$ cat config.mk
export PLATFORM = sky130hd
export DESIGN_NAME = adc_capture_sequencer_flat
export DESIGN_NICKNAME = d
export VERILOG_FILES = /design/src/rtl/adc_capture_sequencer_if.sv /design/src/rtl/adc_capture_sequencer.sv /design/src/flat_wrapper.sv
export SDC_FILE = /design/constraint.sdc
export NUM_CORES = 1
export LEC_CHECK = 0
export BUFFER_PORTS_ARGS = -buffer_cell sky130_fd_sc_hd__clkbuf_2
export CORE_MARGIN = 3
export CORE_UTILIZATION = 33
export CTS_CLUSTER_DIAMETER = 40
export DETAILED_ROUTE_END_ITERATION = 6
export SYNTH_ARGS = -nofsm -noshare
export SYNTH_HDL_FRONTEND = slang
export SYNTH_SLANG_ARGS = --single-unit
$ cat constraint.sdc
create_clock -name sys_clk -period 5.22 [get_ports sys_clk]
set_input_delay 0 -clock sys_clk [delete_from_list [all_inputs] [get_ports sys_clk]]
set_output_delay 0 -clock sys_clk [all_outputs]
set_load 0.005 [all_outputs]
$ cat src/rtl/adc_capture_sequencer_if.sv
// adc_capture_sequencer_if
// Groups the CSR controls, trigger, DPRAM write-controller handshake and
// status outputs of the capture sequencer. The master side is the
// CSR/trigger/DPRAM environment; the slave side is the sequencer itself.
`timescale 1ns/1ps

interface adc_capture_sequencer_if;
  logic        csr_arm_i;
  logic        csr_abort_i;
  logic [7:0]  csr_num_caps_i;
  logic [15:0] csr_holdoff_i;
  logic        trig_i;
  logic        cap_done_i;
  logic        cap_start_o;
  logic        busy_o;
  logic [7:0]  cap_count_o;
  logic        irq_o;
  logic        timeout_o;
  logic [2:0]  state_o;

  modport master (
    output csr_arm_i, csr_abort_i, csr_num_caps_i, csr_holdoff_i,
           trig_i, cap_done_i,
    input  cap_start_o, busy_o, cap_count_o, irq_o, timeout_o, state_o
  );

  modport slave (
    input  csr_arm_i, csr_abort_i, csr_num_caps_i, csr_holdoff_i,
           trig_i, cap_done_i,
    output cap_start_o, busy_o, cap_count_o, irq_o, timeout_o, state_o
  );
endinterface

$ cat src/rtl/adc_capture_sequencer.sv
// adc_capture_sequencer
// Sequences a number of ADC buffer captures through a DPRAM write
// controller: start level while capturing, masked/acknowledged done,
// programmable gap between captures, capture watchdog and abort.
// Optional feature macro: ADC_SEQ_EXT_TRIG_EN -- when defined each capture
// waits for a synchronised rising edge of trig_i; otherwise captures start
// back to back and trig_i is unused.
`timescale 1ns/1ps

module adc_capture_sequencer #(
  parameter int HOLDOFF_MIN = 2,
  parameter int TIMEOUT_CYC = 8192,
  parameter int DONE_MASK   = 2
) (
  input logic                     sys_clk,
  input logic                     sys_rst_n,
  adc_capture_sequencer_if.slave  bus
);

  typedef enum logic [2:0] {
    IDLE      = 3'd0,
    WAIT_TRIG = 3'd1,
    CAPTURE   = 3'd2,
    HOLDOFF   = 3'd3
  } state_t;

  state_t      state;
  state_t      state_nxt;
  logic        cap_start;
  logic        busy;
  logic [7:0]  cap_count;
  logic        irq;
  logic        timeout;
  logic [7:0]  num_caps_q;
  logic [15:0] holdoff_q;
  logic [15:0] cap_cyc;
  logic [15:0] hold_cnt;
  logic [15:0] hold_load;
  logic [7:0]  count_inc;
  logic        done_accept;
  logic        last_cap;
  logic        wd_expire;
  logic        trig_rise;

`ifdef ADC_SEQ_EXT_TRIG_EN
  localparam state_t START_STATE = WAIT_TRIG;

  logic trig_meta;
  logic trig_sync;
  logic trig_prev;

  // Two-flop synchroniser for the asynchronous trigger plus a delay flop for edge detection
  always_ff @(posedge sys_clk or negedge sys_rst_n) begin
    if (!sys_rst_n) begin
      trig_meta <= 1'b0;
      trig_sync <= 1'b0;
      trig_prev <= 1'b0;
    end else begin
      trig_meta <= bus.trig_i;
      trig_sync <= trig_meta;
      trig_prev <= trig_sync;
    end
  end

  assign trig_rise = trig_sync & ~trig_prev;
`else
  localparam state_t START_STATE = CAPTURE;

  logic unused_trig;
  assign unused_trig = bus.trig_i;
  assign trig_rise   = 1'b0;
`endif

  assign count_inc   = cap_count + 8'd1;
  assign hold_load   = (holdoff_q < 16'(HOLDOFF_MIN)) ? 16'(HOLDOFF_MIN) : holdoff_q;
  assign done_accept = (state == CAPTURE) && (cap_cyc >= 16'(DONE_MASK)) && bus.cap_done_i;
  assign last_cap    = (num_caps_q != 8'd0) && (count_inc == num_caps_q);
  assign wd_expire   = (state == CAPTURE) && !done_accept && (cap_cyc == 16'(TIMEOUT_CYC - 1));

  // Next-state selection; abort overrides every other request
  always_comb begin
    state_nxt = state;
    if (bus.csr_abort_i) begin
      state_nxt = IDLE;
    end else begin
      case (state)
        IDLE:      if (bus.csr_arm_i) state_nxt = START_STATE;
        WAIT_TRIG: if (trig_rise) state_nxt = CAPTURE;
        CAPTURE: begin
          if (done_accept)    state_nxt = last_cap ? IDLE : HOLDOFF;
          else if (wd_expire) state_nxt = IDLE;
        end
        HOLDOFF:   if (hold_cnt <= 16'd1) state_nxt = START_STATE;
        default:   state_nxt = IDLE;
      endcase
    end
  end

  // State register, registered outputs, counters and sampled configuration
  always_ff @(posedge sys_clk or negedge sys_rst_n) begin
    if (!sys_rst_n) begin
      state      <= IDLE;
      cap_start  <= 1'b0;
      busy       <= 1'b0;
      cap_count  <= 8'd0;
      irq        <= 1'b0;
      timeout    <= 1'b0;
      num_caps_q <= 8'd0;
      holdoff_q  <= 16'd0;
      cap_cyc    <= 16'd0;
      hold_cnt   <= 16'd0;
    end else begin
      state     <= state_nxt;
      cap_start <= (state_nxt == CAPTURE);
      busy      <= (state_nxt != IDLE);
      irq       <= done_accept && last_cap && !bus.csr_abort_i;
      cap_cyc   <= ((state == CAPTURE) && (state_nxt == CAPTURE)) ? cap_cyc + 16'd1 : 16'd0;

      if ((state == CAPTURE) && (state_nxt == HOLDOFF))
        hold_cnt <= hold_load;
      else if ((state == HOLDOFF) && (state_nxt == HOLDOFF))
        hold_cnt <= hold_cnt - 16'd1;
      else
        hold_cnt <= 16'd0;

      if ((state == IDLE) && bus.csr_arm_i && !bus.csr_abort_i) begin
        cap_count  <= 8'd0;
        timeout    <= 1'b0;
        num_caps_q <= bus.csr_num_caps_i;
        holdoff_q  <= bus.csr_holdoff_i;
      end else begin
        if (done_accept && !bus.csr_abort_i) cap_count <= count_inc;
        if (wd_expire && !bus.csr_abort_i)   timeout   <= 1'b1;
      end
    end
  end

  assign bus.cap_start_o = cap_start;
  assign bus.busy_o      = busy;
  assign bus.cap_count_o = cap_count;
  assign bus.irq_o       = irq;
  assign bus.timeout_o   = timeout;
  assign bus.state_o     = state;

endmodule

$ cat src/flat_wrapper.sv
// flat-port wrapper written by rule: the top's interface ports become plain ports
module adc_capture_sequencer_flat 
#(
  parameter int HOLDOFF_MIN = 2,
  parameter int TIMEOUT_CYC = 8192,
  parameter int DONE_MASK   = 2
)
  (sys_clk, sys_rst_n, bus_csr_arm_i, bus_csr_abort_i, bus_csr_num_caps_i, bus_csr_holdoff_i, bus_trig_i, bus_cap_done_i, bus_cap_start_o, bus_busy_o, bus_cap_count_o, bus_irq_o, bus_timeout_o, bus_state_o);
  adc_capture_sequencer_if bus_i ();
  input logic sys_clk;
  input logic sys_rst_n;
  input wire logic [$bits(bus_i.csr_arm_i)-1:0] bus_csr_arm_i;
  input wire logic [$bits(bus_i.csr_abort_i)-1:0] bus_csr_abort_i;
  input wire logic [$bits(bus_i.csr_num_caps_i)-1:0] bus_csr_num_caps_i;
  input wire logic [$bits(bus_i.csr_holdoff_i)-1:0] bus_csr_holdoff_i;
  input wire logic [$bits(bus_i.trig_i)-1:0] bus_trig_i;
  input wire logic [$bits(bus_i.cap_done_i)-1:0] bus_cap_done_i;
  output wire logic [$bits(bus_i.cap_start_o)-1:0] bus_cap_start_o;
  output wire logic [$bits(bus_i.busy_o)-1:0] bus_busy_o;
  output wire logic [$bits(bus_i.cap_count_o)-1:0] bus_cap_count_o;
  output wire logic [$bits(bus_i.irq_o)-1:0] bus_irq_o;
  output wire logic [$bits(bus_i.timeout_o)-1:0] bus_timeout_o;
  output wire logic [$bits(bus_i.state_o)-1:0] bus_state_o;
  assign bus_i.csr_arm_i = bus_csr_arm_i;
  assign bus_i.csr_abort_i = bus_csr_abort_i;
  assign bus_i.csr_num_caps_i = bus_csr_num_caps_i;
  assign bus_i.csr_holdoff_i = bus_csr_holdoff_i;
  assign bus_i.trig_i = bus_trig_i;
  assign bus_i.cap_done_i = bus_cap_done_i;
  assign bus_cap_start_o = bus_i.cap_start_o;
  assign bus_busy_o = bus_i.busy_o;
  assign bus_cap_count_o = bus_i.cap_count_o;
  assign bus_irq_o = bus_i.irq_o;
  assign bus_timeout_o = bus_i.timeout_o;
  assign bus_state_o = bus_i.state_o;
  adc_capture_sequencer #(.HOLDOFF_MIN(HOLDOFF_MIN), .TIMEOUT_CYC(TIMEOUT_CYC), .DONE_MASK(DONE_MASK)) u_core (.sys_clk(sys_clk), .sys_rst_n(sys_rst_n), .bus(bus_i));
endmodule
Yosys cells after proc, flatten, opt, wreduce, memory -nomap -nowiden
Cells that the tools add are included.
{"block": "totals", "ff_bits": 71, "output_inout_bits": 15, "word_cells": 59}
{"block": "classes", "add_sub_neg": 3, "n_reduce_logical": 21, "order_cmp": 3, "n_eq_ne": 7, "n_mux": 15}
{"operator": "$mux W16", "n": 4}
{"operator": "$add A16 B1 Y16 const B", "n": 1}
{"operator": "$eq A16 B13 Y1 const B", "n": 1}
{"operator": "$ge A16 B2 Y1 const B", "n": 1}
{"operator": "$le A16 B1 Y1 const B", "n": 1}
{"operator": "$lt A16 B2 Y1 const B", "n": 1}
{"operator": "$mux W8", "n": 2}
{"operator": "$sub A16 B1 Y16 const B", "n": 1}
{"operator": "$mux W3", "n": 5}
{"operator": "$logic_and A1 B1 Y1", "n": 14}
{"operator": "$eq A3 B2 Y1 const B", "n": 4}
{"operator": "$pmux W3 S4", "n": 1}
{"operator": "$add A8 B1 Y8 const B", "n": 1}
{"operator": "$eq A8 B8 Y1", "n": 1}
{"operator": "$reduce_bool A8 Y1", "n": 1}
{"operator": "$reduce_bool A2 Y1", "n": 2}
{"operator": "$eq A3 B1 Y1 const B", "n": 1}
{"operator": "$logic_not A3 Y1", "n": 1}
{"operator": "$reduce_bool A3 Y1", "n": 1}
{"operator": "$logic_not A1 Y1", "n": 2}
{"operator": "$mux W1", "n": 2}
{"operator": "$mux W2", "n": 1}

Longest topological paths before layout
Gate-level depths: netlist (run 1).
{"block": "depth", "ltp_word": 14, "depth_mapped": 9}

Worst setup path before layout (run 1)
OpenSTA, ideal clock, no wires.
{"block": "synth_timing", "kind": "register to register", "from": "register u_core.cap_count[0], in the netlist u_core.bus.cap_count_o[0]", "to": "register u_core.state[0], in the netlist u_core.bus.state_o[0]", "setup_slack_ns": 3.205, "setup_time_ns": 0.127, "path_stages_with_launch": 9, "arrival_time_ns": 1.888, "required_ns": 5.093, "cell_sequence": "dfrtp_1 > ha_1 > nand3_1 > nor2_1 > xnor2_1 > nand4_1 > o21ai_2 > buf_2 > a21oi_1"}
{"block": "synth_between", "elab_chain_cells": 7}
{"item": "from (decl)", "line_no": "adc_capture_sequencer.sv:31", "source": "logic [7:0] cap_count;"}
{"item": "from (signal assigned)", "line_no": "adc_capture_sequencer.sv:132", "source": "if (done_accept && !bus.csr_abort_i) cap_count <= count_inc;"}
{"item": "$add A8 B1 Y8", "line_no": "adc_capture_sequencer.sv:74", "source": "assign count_inc = cap_count + 8'd1;"}
{"item": "$eq A8 B8 Y1", "line_no": "adc_capture_sequencer.sv:77", "source": "assign last_cap = (num_caps_q != 8'd0) && (count_inc == num_caps_q);"}
{"item": "$logic_and A1 B1 Y1", "line_no": "adc_capture_sequencer.sv:77"}
{"item": "$mux W2", "line_no": "adc_capture_sequencer.sv:90", "source": "if (done_accept) state_nxt = last_cap ? IDLE : HOLDOFF;"}
{"item": "$mux W3", "line_no": "adc_capture_sequencer.sv:90"}
{"item": "$pmux W3 S4", "line_no": "adc_capture_sequencer.sv:86", "source": "case (state)"}
{"item": "$mux W3", "line_no": "adc_capture_sequencer.sv:83", "source": "if (bus.csr_abort_i) begin"}
{"item": "net u_core.state_nxt[0]", "line_no": "adc_capture_sequencer.sv:28", "source": "state_t state_nxt;"}
{"item": "to (signal assigned)", "line_no": "adc_capture_sequencer.sv:113", "source": "state <= state_nxt;"}
{"item": "to (decl)", "line_no": "adc_capture_sequencer.sv:27", "source": "state_t state;"}
The timed path passes the listed nets, and every way through them passes these cells.
A chain may end at the register's enable or synchronous reset.

Final worst setup path (run 1)
{"block": "layout_timing", "from": "register u_core.hold_cnt[6]", "to": "register u_core.cap_start, in the netlist u_core.bus.cap_start_o"}
{"block": "layout_between", "elab_chain_cells": 5}
{"item": "from (decl)", "line_no": "adc_capture_sequencer.sv:37", "source": "logic [15:0] hold_cnt;"}
{"item": "from (signal assigned)", "line_no": "adc_capture_sequencer.sv:120", "source": "hold_cnt <= hold_load;"}
{"item": "from (signal assigned)", "line_no": "adc_capture_sequencer.sv:122", "source": "hold_cnt <= hold_cnt - 16'd1;"}
{"item": "$le A16 B1 Y1", "line_no": "adc_capture_sequencer.sv:93", "source": "HOLDOFF: if (hold_cnt <= 16'd1) state_nxt = START_STATE;"}
{"item": "$mux W3", "line_no": "adc_capture_sequencer.sv:93"}
{"item": "$pmux W3 S4", "line_no": "adc_capture_sequencer.sv:86"}
{"item": "$mux W3", "line_no": "adc_capture_sequencer.sv:83"}
{"item": "$eq A3 B2 Y1", "line_no": "adc_capture_sequencer.sv:114", "source": "cap_start <= (state_nxt == CAPTURE);"}
{"item": "to (signal assigned)", "line_no": "adc_capture_sequencer.sv:114"}
{"item": "to (decl)", "line_no": "adc_capture_sequencer.sv:29", "source": "logic cap_start;"}
No other way between the ends.

==> impl_metrics.tcl, run 1 <==
set metrics [dict create \
    die_w_um 111 \
    netlist_area_um2 3640 \
    port_buffers 43 \
    async_flop_share 1.00 \
    avgSynthCellArea_um2 9.21 \
    final-hold-violation-count 0 \
    yosysSeqAreaShare 0.488 \
    dr_total_vias 2939 \
    seq_area_um2 1780 \
    worstPathCellList "nor3_1, o21ai_1, o41ai_4, nand2_1, nor3_1" \
    slew_headroom 0.272 \
    syn_inst 395 \
    drtAntennaViolNets 0 \
    status "finished, final reports clean" \
    grt_util_met3 0.0284 \
    grt_max_degree 72 \
    rsz0062_at_grt "no" \
    ys_ff_latch 71 \
    synthFlopType "dfrtp_1" \
    path_class "flop to flop" \
    clk_path_buf_depth 2 \
    p_leak_uw 0.00201 \
    power.density_nw_per_um2 263 \
    cts-htree-levels 3 \
    swShare 0.253 \
    n_fill_cell 995 \
    power_switching_uw 293 \
    multi_input_area_um2 1760 \
    period_needed_ps 2620 \
    cts_tree "yes" \
    wire_per_inst_um 13.7 \
    met1_usage 0.177 \
    finalClockSkew_ps 9.91 \
    post_cts_buffers 0 \
    numCtsBuffers 9 \
    grt_pass1_wl_mm 14.2 \
    die_area_um2 12300 \
    grt_usage 0.139 \
    drv_cap 0 \
    cts_sinks 71 \
    cp_slowest_cell "o41ai_4" \
    final_nets 496 \
    grt-busiest-layer "met2" \
    r2r_setup_slack_ps 2600 \
    clkPwrFrac 0.370 \
    finalSetupTns_ps 0 \
    ff2ff_path_depth 5 \
    drtIter0Drc 148 \
    grt_pass1_vias 2961 \
    utilization 0.418 \
    antenna_found_initial 0 \
    p_seq_frac 0.534 \
    period_share 0.502 \
    max_freq_mhz 382 \
    finalMaxSlewViolations 0 \
    dp.final_hpwl_mm 5.51 \
    hold_depth 4 \
    yosysWarnings 0 \
    synthToLayoutAreaGrowth_pct 20.7 \
    grtUsageMet2 0.237 \
    clk_latency_ps 350 \
    cp-startpoint "u_core.hold_cnt[6]$_DFF_PN0_" \
    required_ps 5450 \
    critical_path.top_delay_family "compound AO/OA/AOI/OAI gates" \
    critical_path_peak_fanout 19 \
    worstHoldEndpoint "u_core.bus.cap_count_o[1]$_DFFE_PN0P_" \
    rows 37 \
    die-height_um 111 \
    viasPerCell 4.90 \
    p_int_uw 863 \
    drc 0 \
    critical_path_buf_inv_count 0 \
    synth_edf_count 0 \
    drt-pass1-iter-count 4 \
    min_path_type "input port to flop" \
    gp_congestion 0.845 \
    r2r_end "u_core.bus.cap_start_o$_DFF_PN0_" \
    path_clk_slew_ps 80 \
    critPathArrivalTime_ps 2850 \
    yosys.cell_types.count 50 \
    syn_nets 430 \
    finalWirelength_mm 8.23 \
    io_pins 45 \
    start_util 0.346 \
    irDropWorstVdd_uv 148 \
    crit_top_cell "nor3_1" \
    gr-total-overflow 0 \
    setup_viol 0 \
    reg2reg_from "u_core.hold_cnt[6]$_DFF_PN0_" \
    cts_root_buf "clkbuf_8" \
    drive_above_1_share 0.159 \
    critPathMaxStageDelay_ps 990 \
    start_kind "flop" \
    worstMarginPinSlew_ps 1090 \
    core_um2 10500 \
    diodes 0 \
    min_from "bus_csr_abort_i" \
    endpoint_kind "flop" \
    pwr-share-comb 0.095 \
]
[synthesized netlist by cell type (all sizes together), types with 2 or more instances]
library cell  count  area (um2)
o311a             2        31.3
nor4              8        65.1
nand4             9        56.3
nand2            99         372
clkbuf            7        26.3
inv               6        22.5
xnor2            16         140
dfrtp            71        1780
and4              2        18.8
xor2             23         201
nor3             14        75.1
or3               4        25.0
ha                5        62.6
or2               4        25.0
and2              2        12.5
buf               7        52.5
nor2             34         128
nand3            17        95.1
a22oi            14         105
o21ai            11        58.8
a21oi            23         126
[cells by family (layout without fill, tap and decap cells)]
kind of cell	Yosys count	count (layout)	share of synthesized area
and+or+nand+nor	199	199	0.253
DFF	71	71	0.488
AOI/OAI and AO/OA	59	59	0.116
xor gates and xnor gates	39	39	0.0938
buffers and inverters	20	89	0.0278
adders and majority gates	5	5	0.0172
other	1	1	0.00103
muxes	1	1	0.00275
[layout make-up]
class,count,area share
clock buffer,10,0.0313
clock inverter,4,0.0108
inverter,6,0.00513
multi-input combinational,304,0.402
sequential,71,0.405
tap,136,0.0387
timing repair buffer,69,0.108
[per-layer routing]
| metal | part of all wire | wire length, um | vias up |
|---|---|---|---|
| met5 | 0 | 0 | - |
| met4 | 0.016 | 128 | 0 |
| met3 | 0.033 | 269 | 10 |
| met2 | 0.49 | 4000 | 45 |
| met1 | 0.47 | 3830 | 1405 |
| li1 | - | - | 1479 |
[registers in the layout, indices dropped and copies added, names as in the netlist]
register and count:
u_core.cap_cyc 16, u_core.hold_cnt 16, u_core.holdoff_q 16, u_core.bus.cap_count_o 8, u_core.num_caps_q 8, u_core.bus.state_o 3
u_core.bus.busy_o 1, u_core.bus.cap_start_o 1, u_core.bus.irq_o 1, u_core.bus.timeout_o 1
[repair_timing]
item	in CTS	in global routing
hold buffers	25	0
hold endpoints to repair	95	0
resized for setup	0	0
[placed cells by master (no fill, tap or decap), types with 2 or more instances in the layout]
cell           synthesis  layout
nand2_1               99      99
dfrtp_1               71      71
clkbuf_2               0      42
nor2_1                34      33
dlygate4sd3_1          0      25
xor2_1                23      23
a21oi_1               22      22
xnor2_1               16      16
nand3_1               15      15
a22oi_1               14      14
nor3_1                13      13
clkbuf_8               0      10
nand4_1                9       9
o21ai_0                9       9
nor4_1                 7       7
inv_1                  6       6
ha_1                   5       5
or3_1                  4       4
or2_2                  3       3
nand3_2                2       2
clkinv_2               0       2
[how the worst max path moves through the flow]
| stage | endpoint | depth (start not counted) |
|---|---|---|
| final | u_core.bus.cap_start_o$_DFF_PN0_ | 5 |
| after detailed placement | u_core.bus.cap_start_o$_DFF_PN0_ | 5 |
| after floorplan | u_core.bus.state_o[0]$_DFF_PN0_ | 8 |
| after global routing | u_core.bus.cap_start_o$_DFF_PN0_ | 5 |
| after global placement | u_core.bus.cap_start_o$_DFF_PN0_ | 5 |
| after CTS | u_core.bus.cap_start_o$_DFF_PN0_ | 5 |
[power by group through the flow]
stage	logic, uW	clock network [uW]	registers [uW]
after CTS	112	439	618
after detailed placement	96.4	0	629
final	110	428	618
after global placement	94.1	0	628
after floorplan	62.1	0	617
after global routing	128	459	623
[through the flow]
step	worst slack (ps)	cell area, um2	total power [uW]	instances	hold WS [ps]
2_1_floorplan	3200	3640	679	395	-296
3_3_place_gp	2710	3960	722	561	192
3_5_place_dp	2680	3960	725	561	195
4_1_cts	2650	4390	1170	600	19.7
5_1_grt	2430	4390	1210	600	52.7
6_report	2600	4390	1160	600	30.8
[tightest hold or removal path, cell delays in order]
cell,delay [ps]
clkbuf_2,120
nor2_1,100
nand2_1,80
nand2_1,40
Power figures use the tool's default switching activity.
==> inputs of run 2 (changes only) <==
clock period = 2.55 ns   (was 5.22 ns; I/O delays follow)
==> run 2 against run 1 <==
Cell count is 1.3% higher. Worst hold slack better by 14 ps. Clock skew rose by 0.92 ps. First-iteration DRC count up 9.5%. Routed wire length up 0.98%. Critical path depth rose by 3. Die area stayed put. Sequential share of layout area shrank 0.55 points. Power up 100%. Count of clock-buffer cells in the layout unchanged. Worst setup slack lost 2300 ps. Sequential cell count stayed put. Critical path type unchanged. Largest power group unchanged.
==> impl_metrics.tcl, run 2 (synthesis gave the netlist of run 1 again) <==
set metrics [dict create \
    status "finished, final reports clean" \
    drt-pass1-iter-count 4 \
    antenna_found_initial 0 \
    min_path_type "input port to flop" \
    drive_above_1_share 0.174 \
    biggestRegsByFlops "u_core.cap_cyc: 16 flops, u_core.hold_cnt: 16 flops, u_core.holdoff_q: 16 flops" \
    max_freq_mhz 445 \
    cts-htree-levels 3 \
    die_w_um 111 \
    final-hold-violation-count 0 \
    cts_tree "yes" \
    drtAntennaViolNets 0 \
    wire_per_inst_um 13.7 \
    viasPerCell 4.91 \
    core_um2 10500 \
    setup_viol 0 \
    dp.final_hpwl_mm 5.87 \
    synthToLayoutAreaGrowth_pct 22.3 \
    grt_usage 0.141 \
    finalMaxSlewViolations 0 \
    cts_root_buf "clkbuf_8" \
    rsz0062_at_grt "no" \
    die-height_um 111 \
    finalWirelength_mm 8.31 \
    numCtsBuffers 9 \
    finalSetupTns_ps 0 \
    r2r_setup_slack_ps 300 \
    die_area_um2 12300 \
    fin_ws_ps 305 \
    grt_pass1_wl_mm 14.3 \
    grt_max_degree 41 \
    grtUsageMet2 0.233 \
    drv_cap 0 \
    clk_path_buf_depth 2 \
    gr-total-overflow 0 \
    final_common_cell "nand2_1" \
    diodes 0 \
    grt_pass1_vias 3009 \
    period_needed_ps 2250 \
    met1_usage 0.186 \
    power.density_nw_per_um2 531 \
    io_pins 45 \
    dr_total_vias 2985 \
    irDropWorstVdd_uv 308 \
    cts_sinks 71 \
    p_leak_uw 0.00204 \
    path_clk_slew_ps 80 \
    critPathArrivalTime_ps 2460 \
    period_share 0.880 \
    grt-busiest-layer "met2" \
    critical_path_peak_fanout 17 \
    worstMarginPinSlew_ps 882 \
    start_util 0.346 \
    start_kind "flop" \
    required_ps 2770 \
    finalClockSkew_ps 10.8 \
    post_cts_buffers 0 \
    drtIter0Drc 162 \
    pre_cts_slack_ps 342 \
    slew_headroom 0.412 \
    drc 0 \
    endpoint_kind "flop" \
    path_class "flop to flop" \
    rows 37 \
    gp_congestion 0.864 \
    cts_resized 0 \
    final_nets 504 \
    clk_latency_ps 340 \
    port_buffers 43 \
    grt_util_met3 0.0246 \
    final_cell_mix "99 x nand2_1, 71 x dfrtp_1, 42 x clkbuf_2" \
]
==> run 2: changes by cell type in the layout (fill, tap and decap cells not counted), sizes merged <==
| cell | delta |
|---|---|
| buf | +8 |
==> run 2: area by class of cell <==
type / instances / area (um2)
clock inverter: 4 / 47.5
inverter: 6 / 22.5
timing repair buffer: 77 / 533
fill: 1038 / 6060
sequential: 71 / 1780
clock buffer: 10 / 138
tap: 136 / 170
multi-input combinational: 304 / 1760
==> run 2: repair_timing <==
action,CTS,global route
setup endpoints to repair,0,0
hold buffers,25,0
hold endpoints to repair,62,0
==> run 2: worst max-delay path, cell delays in order (launching register included) <==
cell	delay (ps)
dfrtp_1	480
ha_1	260
nand3_1	160
nor2_1	260
xnor2_1	150
nand4_1	250
o21ai_2	220
buf_4	240
a21oi_1	90
==> run 2: per-layer routing <==
metal	wire (um)	up-vias
met2	4060	58
li1	-	1495
met3	338	8
met4	114	0
met1	3800	1424
met5	0	-
==> run 2: path summary, 6_finish.rpt <==
check                                                 startpoint                               to  depth (start not counted)
max in group asynchronous                              sys_rst_n  u_core.holdoff_q[4]$_DFFE_PN0P_                          3
hold reg to reg                  u_core.holdoff_q[0]$_DFFE_PN0P_  u_core.holdoff_q[0]$_DFFE_PN0P_                          2
min in group asynchronous                              sys_rst_n      u_core.cap_cyc[6]$_DFF_PN0_                          2
setup reg to reg           u_core.bus.cap_count_o[0]$_DFFE_PN0P_     u_core.hold_cnt[8]$_DFF_PN0_                          8
hold / removal                                   bus_csr_abort_i  u_core.bus.state_o[1]$_DFF_PN0_                          3
setup / recovery           u_core.bus.cap_count_o[0]$_DFFE_PN0P_     u_core.hold_cnt[8]$_DFF_PN0_                          8
==> run 2: where the power goes <==
group	switching [uW]	internal, uW	leakage, uW
Combinational	120	110	0.000994
Sequential	70.8	1190	0.000954
Clock	404	464	0.0000940
==> run 2: stage by stage <==
step,area [um2],std cells,hold WS (ps),total power (uW),utilization
floorplan,3640,395,-296,1390,-
finish,4450,608,45.0,2360,0.424
global route,4450,608,38.4,2490,0.424
CTS,4450,608,21.7,2390,0.424
detailed placement,4020,569,179,1490,0.382
global placement,4020,569,169,1480,0.382
